**config.mk**
```make
export PLATFORM = sky130hd
export DESIGN_NAME = pipe_ctrl_v2
export DESIGN_NICKNAME = d
export VERILOG_FILES = /design/src/rtl/pipe_ctrl_pkg.sv /design/src/rtl/pipe_hazard.sv /design/src/rtl/pipe_ctrl_v2.sv
export SDC_FILE = /design/constraint.sdc
export NUM_CORES = 1
export LEC_CHECK = 0
export CAP_MARGIN = 20
export CORE_MARGIN = 5
export CORE_UTILIZATION = 40
export CTS_CLUSTER_SIZE = 16
export DETAILED_ROUTE_END_ITERATION = 12
export PLACE_DENSITY = 0.88
export SYNTH_ARGS = -nofsm -noshare
export SYNTH_HDL_FRONTEND = slang
export SYNTH_SLANG_ARGS = --single-unit
```
**constraint.sdc**
```tcl
create_clock -name clk -period 3.2 [get_ports clk]
set_clock_uncertainty 0.2 [all_clocks]
set_input_delay 0.64 -clock clk [delete_from_list [all_inputs] [get_ports clk]]
set_output_delay 0.64 -clock clk [all_outputs]
set_load 0.01 [all_outputs]
```
**src/rtl/pipe_ctrl_pkg.sv**
```systemverilog
// pipe_ctrl_pkg: opcode/funct constants, ALU codes, forwarding selects and the stage control word
package pipe_ctrl_pkg;
  localparam logic [5:0] OP_RTYPE = 6'h00;
  localparam logic [5:0] OP_LW    = 6'h23;
  localparam logic [5:0] OP_SW    = 6'h2B;
  localparam logic [5:0] OP_BEQ   = 6'h04;
  localparam logic [5:0] OP_ADDI  = 6'h08;
  localparam logic [5:0] OP_J     = 6'h02;
  localparam logic [5:0] FN_ADD   = 6'h20;
  localparam logic [5:0] FN_SUB   = 6'h22;
  localparam logic [5:0] FN_AND   = 6'h24;
  localparam logic [5:0] FN_OR    = 6'h25;
  localparam logic [5:0] FN_SLT   = 6'h2A;
  localparam logic [5:0] FN_MULT  = 6'h18;
  localparam logic [5:0] FN_DIV   = 6'h1A;
  localparam logic [5:0] FN_MFHI  = 6'h10;
  localparam logic [5:0] FN_MFLO  = 6'h12;
  localparam logic [2:0] ALU_ADD  = 3'b010;
  localparam logic [2:0] ALU_SUB  = 3'b110;
  localparam logic [2:0] ALU_AND  = 3'b000;
  localparam logic [2:0] ALU_OR   = 3'b001;
  localparam logic [2:0] ALU_SLT  = 3'b111;
  localparam logic [1:0] FWD_NONE = 2'b00;
  localparam logic [1:0] FWDE_M   = 2'b10;
  localparam logic [1:0] FWDE_W   = 2'b01;
  localparam logic [1:0] FWDD_M   = 2'b01;
  localparam logic [1:0] FWDD_W   = 2'b10;
  typedef struct packed {
    logic       reg_write;
    logic       mem_to_reg;
    logic       mem_write;
    logic       alu_src;
    logic       reg_dst;
    logic [2:0] alu_ctl;
  } ctrl_t;
endpackage

```
**src/rtl/pipe_hazard.sv**
```systemverilog
// pipe_hazard: combinational forwarding selects and stall/flush generation
// Inputs: D/E source regs, E/M/W destinations and write/load flags, BranchD, MDU stall request.
// Outputs: decode/execute forwarding selects, StallF/StallD/FlushE.
module pipe_hazard
  import pipe_ctrl_pkg::*;
#(
  parameter int REG_AW = 5
) (
  input  logic [REG_AW-1:0] rs_d_i,
  input  logic [REG_AW-1:0] rt_d_i,
  input  logic [REG_AW-1:0] rs_e_i,
  input  logic [REG_AW-1:0] rt_e_i,
  input  logic [REG_AW-1:0] wr_e_i,
  input  logic [REG_AW-1:0] wr_m_i,
  input  logic [REG_AW-1:0] wr_w_i,
  input  logic              rw_e_i,
  input  logic              rw_m_i,
  input  logic              rw_w_i,
  input  logic              m2r_e_i,
  input  logic              m2r_m_i,
  input  logic              branch_d_i,
  input  logic              mdu_stall_i,
  output logic [1:0]        fwd_ad_o,
  output logic [1:0]        fwd_bd_o,
  output logic [1:0]        fwd_ae_o,
  output logic [1:0]        fwd_be_o,
  output logic              stall_f_o,
  output logic              stall_d_o,
  output logic              flush_e_o
);
  function automatic logic [1:0] fwd(input logic [REG_AW-1:0] src, input logic [1:0] sel_m, input logic [1:0] sel_w);
    return (src != '0 && rw_m_i && wr_m_i == src) ? sel_m :
           (src != '0 && rw_w_i && wr_w_i == src) ? sel_w : FWD_NONE;
  endfunction
  logic hit_e, hit_m, load_use, br_stall, stall;
  assign fwd_ae_o  = fwd(rs_e_i, FWDE_M, FWDE_W);
  assign fwd_be_o  = fwd(rt_e_i, FWDE_M, FWDE_W);
  assign fwd_ad_o  = fwd(rs_d_i, FWDD_M, FWDD_W);
  assign fwd_bd_o  = fwd(rt_d_i, FWDD_M, FWDD_W);
  assign hit_e     = rw_e_i && wr_e_i != '0 && (wr_e_i == rs_d_i || wr_e_i == rt_d_i);
  assign hit_m     = m2r_m_i && wr_m_i != '0 && (wr_m_i == rs_d_i || wr_m_i == rt_d_i);
  assign load_use  = m2r_e_i && hit_e;
  assign br_stall  = branch_d_i && (hit_e || hit_m);
  assign stall     = load_use | br_stall | mdu_stall_i;
  assign stall_f_o = stall;
  assign stall_d_o = stall;
  assign flush_e_o = stall;
endmodule

```
**src/rtl/pipe_ctrl_v2.sv**
```systemverilog
// pipe_ctrl_v2: pipelined MIPS-style control unit with decode, D/E/M/W control registers and hazard unit
// Ports: decode fields (OpD/FunctD/RsD/RtD/ConditionD), stage register numbers from the datapath,
// per-stage controls, forwarding selects, stall/flush, MDU start/busy.
// Macro PIPE_CTRL_MDU_EN builds the multiply/divide tracking; without it mult/div/mfhi/mflo are NOPs.
module pipe_ctrl_v2
  import pipe_ctrl_pkg::*;
#(
  parameter int REG_AW   = 5,
  parameter int ALUCTL_W = 3,
  parameter int MDU_LAT  = 4
) (
  input  logic                clk,
  input  logic                reset,
  input  logic [5:0]          OpD,
  input  logic [5:0]          FunctD,
  input  logic [REG_AW-1:0]   RsD,
  input  logic [REG_AW-1:0]   RtD,
  input  logic [REG_AW-1:0]   RsE,
  input  logic [REG_AW-1:0]   RtE,
  input  logic [REG_AW-1:0]   WriteRegE,
  input  logic [REG_AW-1:0]   WriteRegM,
  input  logic [REG_AW-1:0]   WriteRegW,
  input  logic                ConditionD,
  output logic                RegWriteE,
  output logic                RegWriteM,
  output logic                RegWriteW,
  output logic                MemtoRegE,
  output logic                MemtoRegM,
  output logic                MemtoRegW,
  output logic                MemWriteM,
  output logic                ALUSrcE,
  output logic                RegDstE,
  output logic [ALUCTL_W-1:0] ALUControlE,
  output logic                BranchD,
  output logic                JumpD,
  output logic                PCSrcD,
  output logic [1:0]          ForwardAD,
  output logic [1:0]          ForwardBD,
  output logic [1:0]          ForwardAE,
  output logic [1:0]          ForwardBE,
  output logic                StallF,
  output logic                StallD,
  output logic                FlushE,
  output logic                MduStartE,
  output logic                MduBusy
);
  ctrl_t dec_d, e_d, e_q;
  logic  m_rw_q, m_m2r_q, m_mw_q, w_rw_q, w_m2r_q;
  logic  mdu_stall;
  always_comb begin
    dec_d   = '0;
    BranchD = 1'b0;
    JumpD   = 1'b0;
    case (OpD)
      OP_RTYPE: begin
        dec_d = {5'b00001, ALU_ADD};
        case (FunctD)
          FN_ADD: dec_d.reg_write = 1'b1;
          FN_SUB: {dec_d.reg_write, dec_d.alu_ctl} = {1'b1, ALU_SUB};
          FN_AND: {dec_d.reg_write, dec_d.alu_ctl} = {1'b1, ALU_AND};
          FN_OR:  {dec_d.reg_write, dec_d.alu_ctl} = {1'b1, ALU_OR};
          FN_SLT: {dec_d.reg_write, dec_d.alu_ctl} = {1'b1, ALU_SLT};
`ifdef PIPE_CTRL_MDU_EN
          FN_MFHI, FN_MFLO: dec_d.reg_write = 1'b1;
`else
          FN_MULT, FN_DIV, FN_MFHI, FN_MFLO: dec_d = '0;
`endif
          default: ;
        endcase
      end
      OP_LW:   dec_d = {5'b11010, ALU_ADD};
      OP_SW:   dec_d = {5'b00110, ALU_ADD};
      OP_BEQ:  begin
        dec_d   = {5'b00000, ALU_SUB};
        BranchD = 1'b1;
      end
      OP_ADDI: dec_d = {5'b10010, ALU_ADD};
      OP_J:    JumpD = 1'b1;
      default: ;
    endcase
  end
  assign PCSrcD = BranchD & ConditionD;
  // A stall leaves the instruction in D, so E receives a bubble instead.
  assign e_d = FlushE ? '0 : dec_d;
  always_ff @(posedge clk or negedge reset) begin
    if (!reset) begin
      e_q     <= '0;
      m_rw_q  <= 1'b0;
      m_m2r_q <= 1'b0;
      m_mw_q  <= 1'b0;
      w_rw_q  <= 1'b0;
      w_m2r_q <= 1'b0;
    end else begin
      e_q     <= e_d;
      m_rw_q  <= e_q.reg_write;
      m_m2r_q <= e_q.mem_to_reg;
      m_mw_q  <= e_q.mem_write;
      w_rw_q  <= m_rw_q;
      w_m2r_q <= m_m2r_q;
    end
  end
  assign RegWriteE   = e_q.reg_write;
  assign MemtoRegE   = e_q.mem_to_reg;
  assign ALUSrcE     = e_q.alu_src;
  assign RegDstE     = e_q.reg_dst;
  assign ALUControlE = ALUCTL_W'(e_q.alu_ctl);
  assign RegWriteM   = m_rw_q;
  assign MemtoRegM   = m_m2r_q;
  assign MemWriteM   = m_mw_q;
  assign RegWriteW   = w_rw_q;
  assign MemtoRegW   = w_m2r_q;
`ifdef PIPE_CTRL_MDU_EN
  logic       mdu_op_d, mdu_use_d, start_q;
  logic [3:0] cnt_d, cnt_q;
  assign mdu_op_d  = OpD == OP_RTYPE && (FunctD == FN_MULT || FunctD == FN_DIV);
  assign mdu_use_d = mdu_op_d || (OpD == OP_RTYPE && (FunctD == FN_MFHI || FunctD == FN_MFLO));
  // Counter holds remaining busy cycles after the start cycle.
  assign cnt_d = start_q ? 4'(MDU_LAT - 1) : (cnt_q != 4'd0 ? cnt_q - 4'd1 : 4'd0);
  always_ff @(posedge clk or negedge reset) begin
    if (!reset) begin
      start_q <= 1'b0;
      cnt_q   <= 4'd0;
    end else begin
      start_q <= mdu_op_d & ~FlushE;
      cnt_q   <= cnt_d;
    end
  end
  assign MduStartE = start_q;
  assign MduBusy   = start_q | (cnt_q != 4'd0);
  assign mdu_stall = mdu_use_d & MduBusy;
`else
  assign MduStartE = 1'b0;
  assign MduBusy   = 1'b0;
  assign mdu_stall = 1'b0;
`endif
  pipe_hazard #(.REG_AW(REG_AW)) u_hazard (
    .rs_d_i      (RsD),
    .rt_d_i      (RtD),
    .rs_e_i      (RsE),
    .rt_e_i      (RtE),
    .wr_e_i      (WriteRegE),
    .wr_m_i      (WriteRegM),
    .wr_w_i      (WriteRegW),
    .rw_e_i      (RegWriteE),
    .rw_m_i      (RegWriteM),
    .rw_w_i      (RegWriteW),
    .m2r_e_i     (MemtoRegE),
    .m2r_m_i     (MemtoRegM),
    .branch_d_i  (BranchD),
    .mdu_stall_i (mdu_stall),
    .fwd_ad_o    (ForwardAD),
    .fwd_bd_o    (ForwardBD),
    .fwd_ae_o    (ForwardAE),
    .fwd_be_o    (ForwardBE),
    .stall_f_o   (StallF),
    .stall_d_o   (StallD),
    .flush_e_o   (FlushE)
  );
endmodule

```
==> out/summary.log <==
INFO  clock_network  cts.reportedPaths.clkPinSlew=0.07ns
INFO  setup_path     cp-start-kind=input pin
INFO  synthesis      share_of_yosys_cell_area_claimed_by_the_top_area_cell_type=24.05%
INFO  routing        detailroute.wirelength.met2=2681µm
INFO  timing         timing.final.ws_setup=0.01635ns
INFO  status         run_status=completed
INFO  floorplanning  die_w=68.15µm
INFO  routing        met3RoutedLength=348µm
INFO  layout         largest_reg_flops=3
INFO  power          power.leakage=1.121nW
INFO  clock_network  numCtsBuffers=3
INFO  routing        drtPass1Iterations=4
INFO  clock_network  cts_max_path_buffers=2
INFO  timing         grt_setup_unrepaired=true
INFO  clock_network  clock_tree_from_tritoncts=done
INFO  grt            vias_in_the_first_global_route=1714
INFO  power          p_per_area=198.0mW/mm²
INFO  layout         area_of_combinational_cells_with_multiple_inputs=973.4µm²
INFO  layout         sequential_cell_area=325.3µm²
INFO  timing         setup_viol=0
INFO  timing         timing.max_slew.rel_slack=62.80%
INFO  grt            grt_util_all_layers=23.15%
INFO  floorplanning  core_box_area=0.003311mm²
INFO  placement      dp_slack=-0.3514ns
INFO  layout         final_layout_size_suffix_gt1_share=30.25%
INFO  routing        antenna_left=0
INFO  placement      place_congestion=0.8800
INFO  synthesis      asyncSetResetFlopFracSynth=100.0%
INFO  synthesis      synth.distinct_cells=34
INFO  synthesis      netlist_area=0.001353mm²
INFO  routing        routedLengthMet1=2116µm
INFO  timing         layout_min_cycle_time=3.184ns
INFO  routing        route.vias.total=1655
INFO  layout         n_antenna_cell=0
INFO  placement      dpl_cell_area=0.002444mm²
INFO  layout         fin_area=0.002542mm²
INFO  synthesis      ys.flop_type=dfrtp_1
INFO  timing         final-max-slew-violation-count=0
INFO  grt            grt_antenna_before_repair=0
INFO  floorplanning  initial_core_util=40.85%
INFO  floorplanning  floorplan.rows=21
INFO  timing         timing_worst_slew_pin_value=0.5503ns
INFO  grt            grt_start_max_net_pins=14
INFO  routing        highest-signal-layer=met4
INFO  synthesis      ys_seq_area_share=24.05%
INFO  synthesis      synthTopCellsByArea=dfrtp_1 (24%), xnor2_1 (21%), xor2_1 (11%)
INFO  hold_path      hp-class=flop to flop
INFO  clock_network  insertion_delay=0.27ns
INFO  routing        routed_via_density=5.061
INFO  synthesis      synth.ff_latch_count=13
INFO  power          post-layout-total-power=503.4µW
INFO  floorplanning  die_outline_height=68.15µm
INFO  setup_path     critical_path_arrival=2.34ns
INFO  layout         nFillCells=225
INFO  grt            aggregate_global_routing_overflow=0
INFO  flow_run       count_of_maximum_capacitance_violations=0
INFO  synthesis      synth_top_cells_by_count=xnor2_1 (33), xor2_1 (17), dfrtp_1 (13)
INFO  timing         fin_crit_sh=99.49%
INFO  grt            wire_length_of_the_first_global_routing_pass=8038µm
INFO  routing        drc_errors=0
INFO  floorplanning  area_of_the_die=0.004644mm²
INFO  routing        initialDrtViolationCount=101
INFO  setup_path     worst_ep_required_time=2.36ns
INFO  clock_network  clock_sinks=13
INFO  routing        routedWlPerCell=16.17µm
INFO  clock_network  ctsRootBufferMaster=clkbuf_4
INFO  synthesis      post_synth_edffs=0
INFO  synthesis      ys.warnings.count=0
INFO  setup_path     cp_max_fo=4
INFO  routing        drt_wl_total=5287µm
INFO  layout         area.growth.synth_to_final=87.97%
INFO  synthesis      most_frequent_cell_after_synthesis=xnor2_1
INFO  setup_path     timing.setup.critical_path_class=input pin to primary output
INFO  synthesis      synth_top_cell_by_area=dfrtp_1
INFO  layout         fin_nets=332
INFO  synthesis      syn-mean-instance-area=8.560µm²
INFO  setup_path     timing.critical_path.to_type=primary output
INFO  layout         post-route-util=76.80%
INFO  clock_network  h-tree-depth=1
INFO  synthesis      netlist_instances=158
INFO  timing         holdWs=0.1539ns
INFO  floorplanning  io_pins=78
INFO  placement      io_buffers=75
INFO  timing         maxClockFrequency=314.1MHz
INFO  placement      place.detailed.hpwl=4244µm
INFO  power          max_ir_drop_vdd=107.8µV
INFO  timing         finalHoldViolations=0
==> worst max-delay path: stages <==
cell and delay [ns]:
clkdlybuf4s50_1 0.45, buf_4 0.17, xor2_1 0.14, nor3_2 0.20, buf_4 0.14, buf_4 0.09, buf_4 0.10, nor2_4 0.04
o22ai_4 0.19, buf_2 0.18
==> layer usage <==
layer  track usage, %  vias up
met4            10.17        0
li1                 -      798
met5                0        -
met1            28.37      766
met3            3.284       16
met2            39.95       75
==> where the power goes <==
group | total, mW | switching [mW] | internal [mW]
Clock | 0.0983 | 0.0500 | 0.0483
Sequential | 0.169 | 0.00225 | 0.166
Combinational | 0.236 | 0.100 | 0.136
Total | 0.503 | 0.152 | 0.351
==> metrics by stage <==
step | TNS, ns | std cells
CTS | 0 | 325
detailed placement | -3.264 | 315
global route | -0.1374 | 327
finish | 0 | 327
floorplan | 0 | 159
global placement | -2.866 | 315
==> logic make-up (layout without fill, tap and decap cells) <==
| family | Yosys count | after routing | share of synthesized area [%] |
|---|---|---|---|
| mux | 1 | 1 | 0.8325 |
| other cells | 1 | 2 | 0.2773 |
| compound gates | 15 | 15 | 8.695 |
| flops | 13 | 13 | 24.05 |
| simple gates | 60 | 60 | 25.53 |
| buf+inv | 18 | 140 | 8.233 |
| xor+xnor | 50 | 50 | 32.38 |
==> cells in the final DEF, fill, tap and decap left out, types with 2 or more instances in the layout <==
master and n:
dfrtp_1 13, xnor2_1 33, a21oi_1 5, nand3_1 4, inv_1 2, nand2_1 6, nor2_1 7, buf_2 4
or4_1 7, dlymetal6s2s_1 2, nand4_1 6, clkbuf_4 3, a31oi_1 2, nor3_2 2, nor2_2 2, dlygate4sd2_1 18
clkdlybuf4s50_1 49, buf_4 59, nor4_1 7, conb_1 2, nor4_2 2, nor3_1 6, o21ai_0 2, xor2_1 17
==> worst paths after layout <==
| check | start | end | cells after the start | slack [ns] |
|---|---|---|---|---|
| max | RtD[1] | StallD | 10 | 0.02 |
| min | e_q[5]$_DFF_PN0_ | MemWriteM$_DFF_PN0_ | 0 | 0.15 |
| max reg2reg | MemtoRegE$_DFF_PN0_ | e_q[5]$_DFF_PN0_ | 5 | 1.43 |
| min reg2reg | e_q[5]$_DFF_PN0_ | MemWriteM$_DFF_PN0_ | 0 | 0.15 |
| max in group asynchronous | reset | MemtoRegW$_DFF_PN0_ | 1 | 1.93 |
| min in group asynchronous | reset | ALUControlE[1]$_DFF_PN0_ | 1 | 0.52 |
==> layout make-up <==
type / count / area share [%]
sequential: 13 / 12.80
multi-input combinational: 128 / 38.29
timing repair buffer: 134 / 45.32
tap: 46 / 2.264
clock buffer: 4 / 1.033
inverter: 2 / 0.2953
==> what timing repair did <==
item                       in CTS  in global routing
setup endpoints to repair      13                  9
pin swaps                       6                  5
buffers inserted                6                  2
hold endpoints to repair        0                  0
hold buffers                    0                  0
resized for setup              48                 10
Note: power is estimated with default switching activity, not from simulation.
==> edit: new RTL, same settings <==
`FN_DIV`: 6'h1A -> 6'h19.
--- a/src/rtl/pipe_ctrl_pkg.sv
+++ b/src/rtl/pipe_ctrl_pkg.sv
@@ -13,5 +13,5 @@
   localparam logic [5:0] FN_SLT   = 6'h2A;
   localparam logic [5:0] FN_MULT  = 6'h18;
-  localparam logic [5:0] FN_DIV   = 6'h1A;
+  localparam logic [5:0] FN_DIV   = 6'h19;
   localparam logic [5:0] FN_MFHI  = 6'h10;
   localparam logic [5:0] FN_MFLO  = 6'h12;
Behaviour: not the same (Yosys sat finds a counterexample within 4 cycles, from zero or initial values and one cycle with reset low).
==> edit against the original RTL <==
Synthesized cell count increased by 1.9%. Sequential cell count did not move. Area after synthesis increased by 4.7%. Power fell by 0.91%. Final area down 0.39%. Routed wire length decreased by 1.0%. Worst setup slack better by 47 ps. Die area increased by 4.0%. Largest power group unchanged.
==> edit: results <==
[global_routing]
grtUsageMet1 = 0.235
grt_pass1_vias = 1796
grt_pass1_wl_mm = 8.34
track_usage = 0.211
grtUsageMet3 = 0.0406
grt.met2_usage = 0.396

[placement]
post-place-cells = 312
place_congestion = 0.874
hpwl_mm = 3.95
post-place-ws_ps = -368

[sta]
slew_headroom = 0.643
max_freq_ghz = 0.319

[synth]
yosys.cell_types.count = 41
synth.avg_cell_area_um2 = 8.80

[detailed_routing]
drt-initial-drc-count = 63
via_count = 1692
wire_per_inst_um = 16.3

[power]
ir_drop_mv = 0.132
p_clk_frac = 0.197
power_leakage_nw = 1.12
p_sw_uw = 155

[outcome]
outcome = complete, no violations

[worst_setup_path]
slowest_delay_ps = 560
cpMaxStageDelayCell = or4_4
cp_max_fo = 2
endpoint = ForwardAE[0]
r2r_slack_ps = 1410

[layout]
drive_gt1_frac = 0.280
-- edit: cell type report --
class                      count  area, um2
sequential                    13        325
timing repair buffer         124       1080
tap                           46       57.6
clock buffer                   4       26.3
fill                         224        857
multi-input combinational    134       1040
-- edit: cells by family (layout without fill, tap and decap cells) --
group / after synthesis / after routing / synth area share
AND/OR/NAND/NOR: 66 / 66 / 0.278
flip-flops: 13 / 13 / 0.230
multiplexers: 1 / 1 / 0.00707
buffers and inverters: 15 / 128 / 0.0715
other: 1 / 2 / 0.00265
AO/OA/AOI/OAI: 16 / 16 / 0.108
XOR/XNOR: 49 / 49 / 0.303
-- edit: worst min-delay path by stage --
stage                          start                   to  slack, ps  depth (start not counted)
global placement    e_q[5]$_DFF_PN0_  MemWriteM$_DFF_PN0_        140                          0
CTS                 e_q[5]$_DFF_PN0_  MemWriteM$_DFF_PN0_        160                          0
finish              e_q[5]$_DFF_PN0_  MemWriteM$_DFF_PN0_        160                          0
detailed placement  e_q[5]$_DFF_PN0_  MemWriteM$_DFF_PN0_        140                          0
global route        e_q[5]$_DFF_PN0_  MemWriteM$_DFF_PN0_        170                          0
floorplan           e_q[5]$_DFF_PN0_  MemWriteM$_DFF_PN0_        130                          0
-- edit: timing repair --
action                                  CTS  global route
buffers inserted                          1             4
hold buffers                              0             0
endpoints found under the hold margin     0             0
cloned                                    0             0
pin swaps                                 3             6
endpoints found under the setup margin   13            10
gates resized for setup                  43            16
-- edit: per-layer routing --
layer,vias up,wire (um)
met5,-,0
met4,0,128
met3,14,363
met2,79,2750
met1,804,1990
li1,795,-
-- edit: critical path: cells and delay by family --
family | cells | cell delay [ps]
buf+inv | 2 | 610
simple gates | 4 | 1040
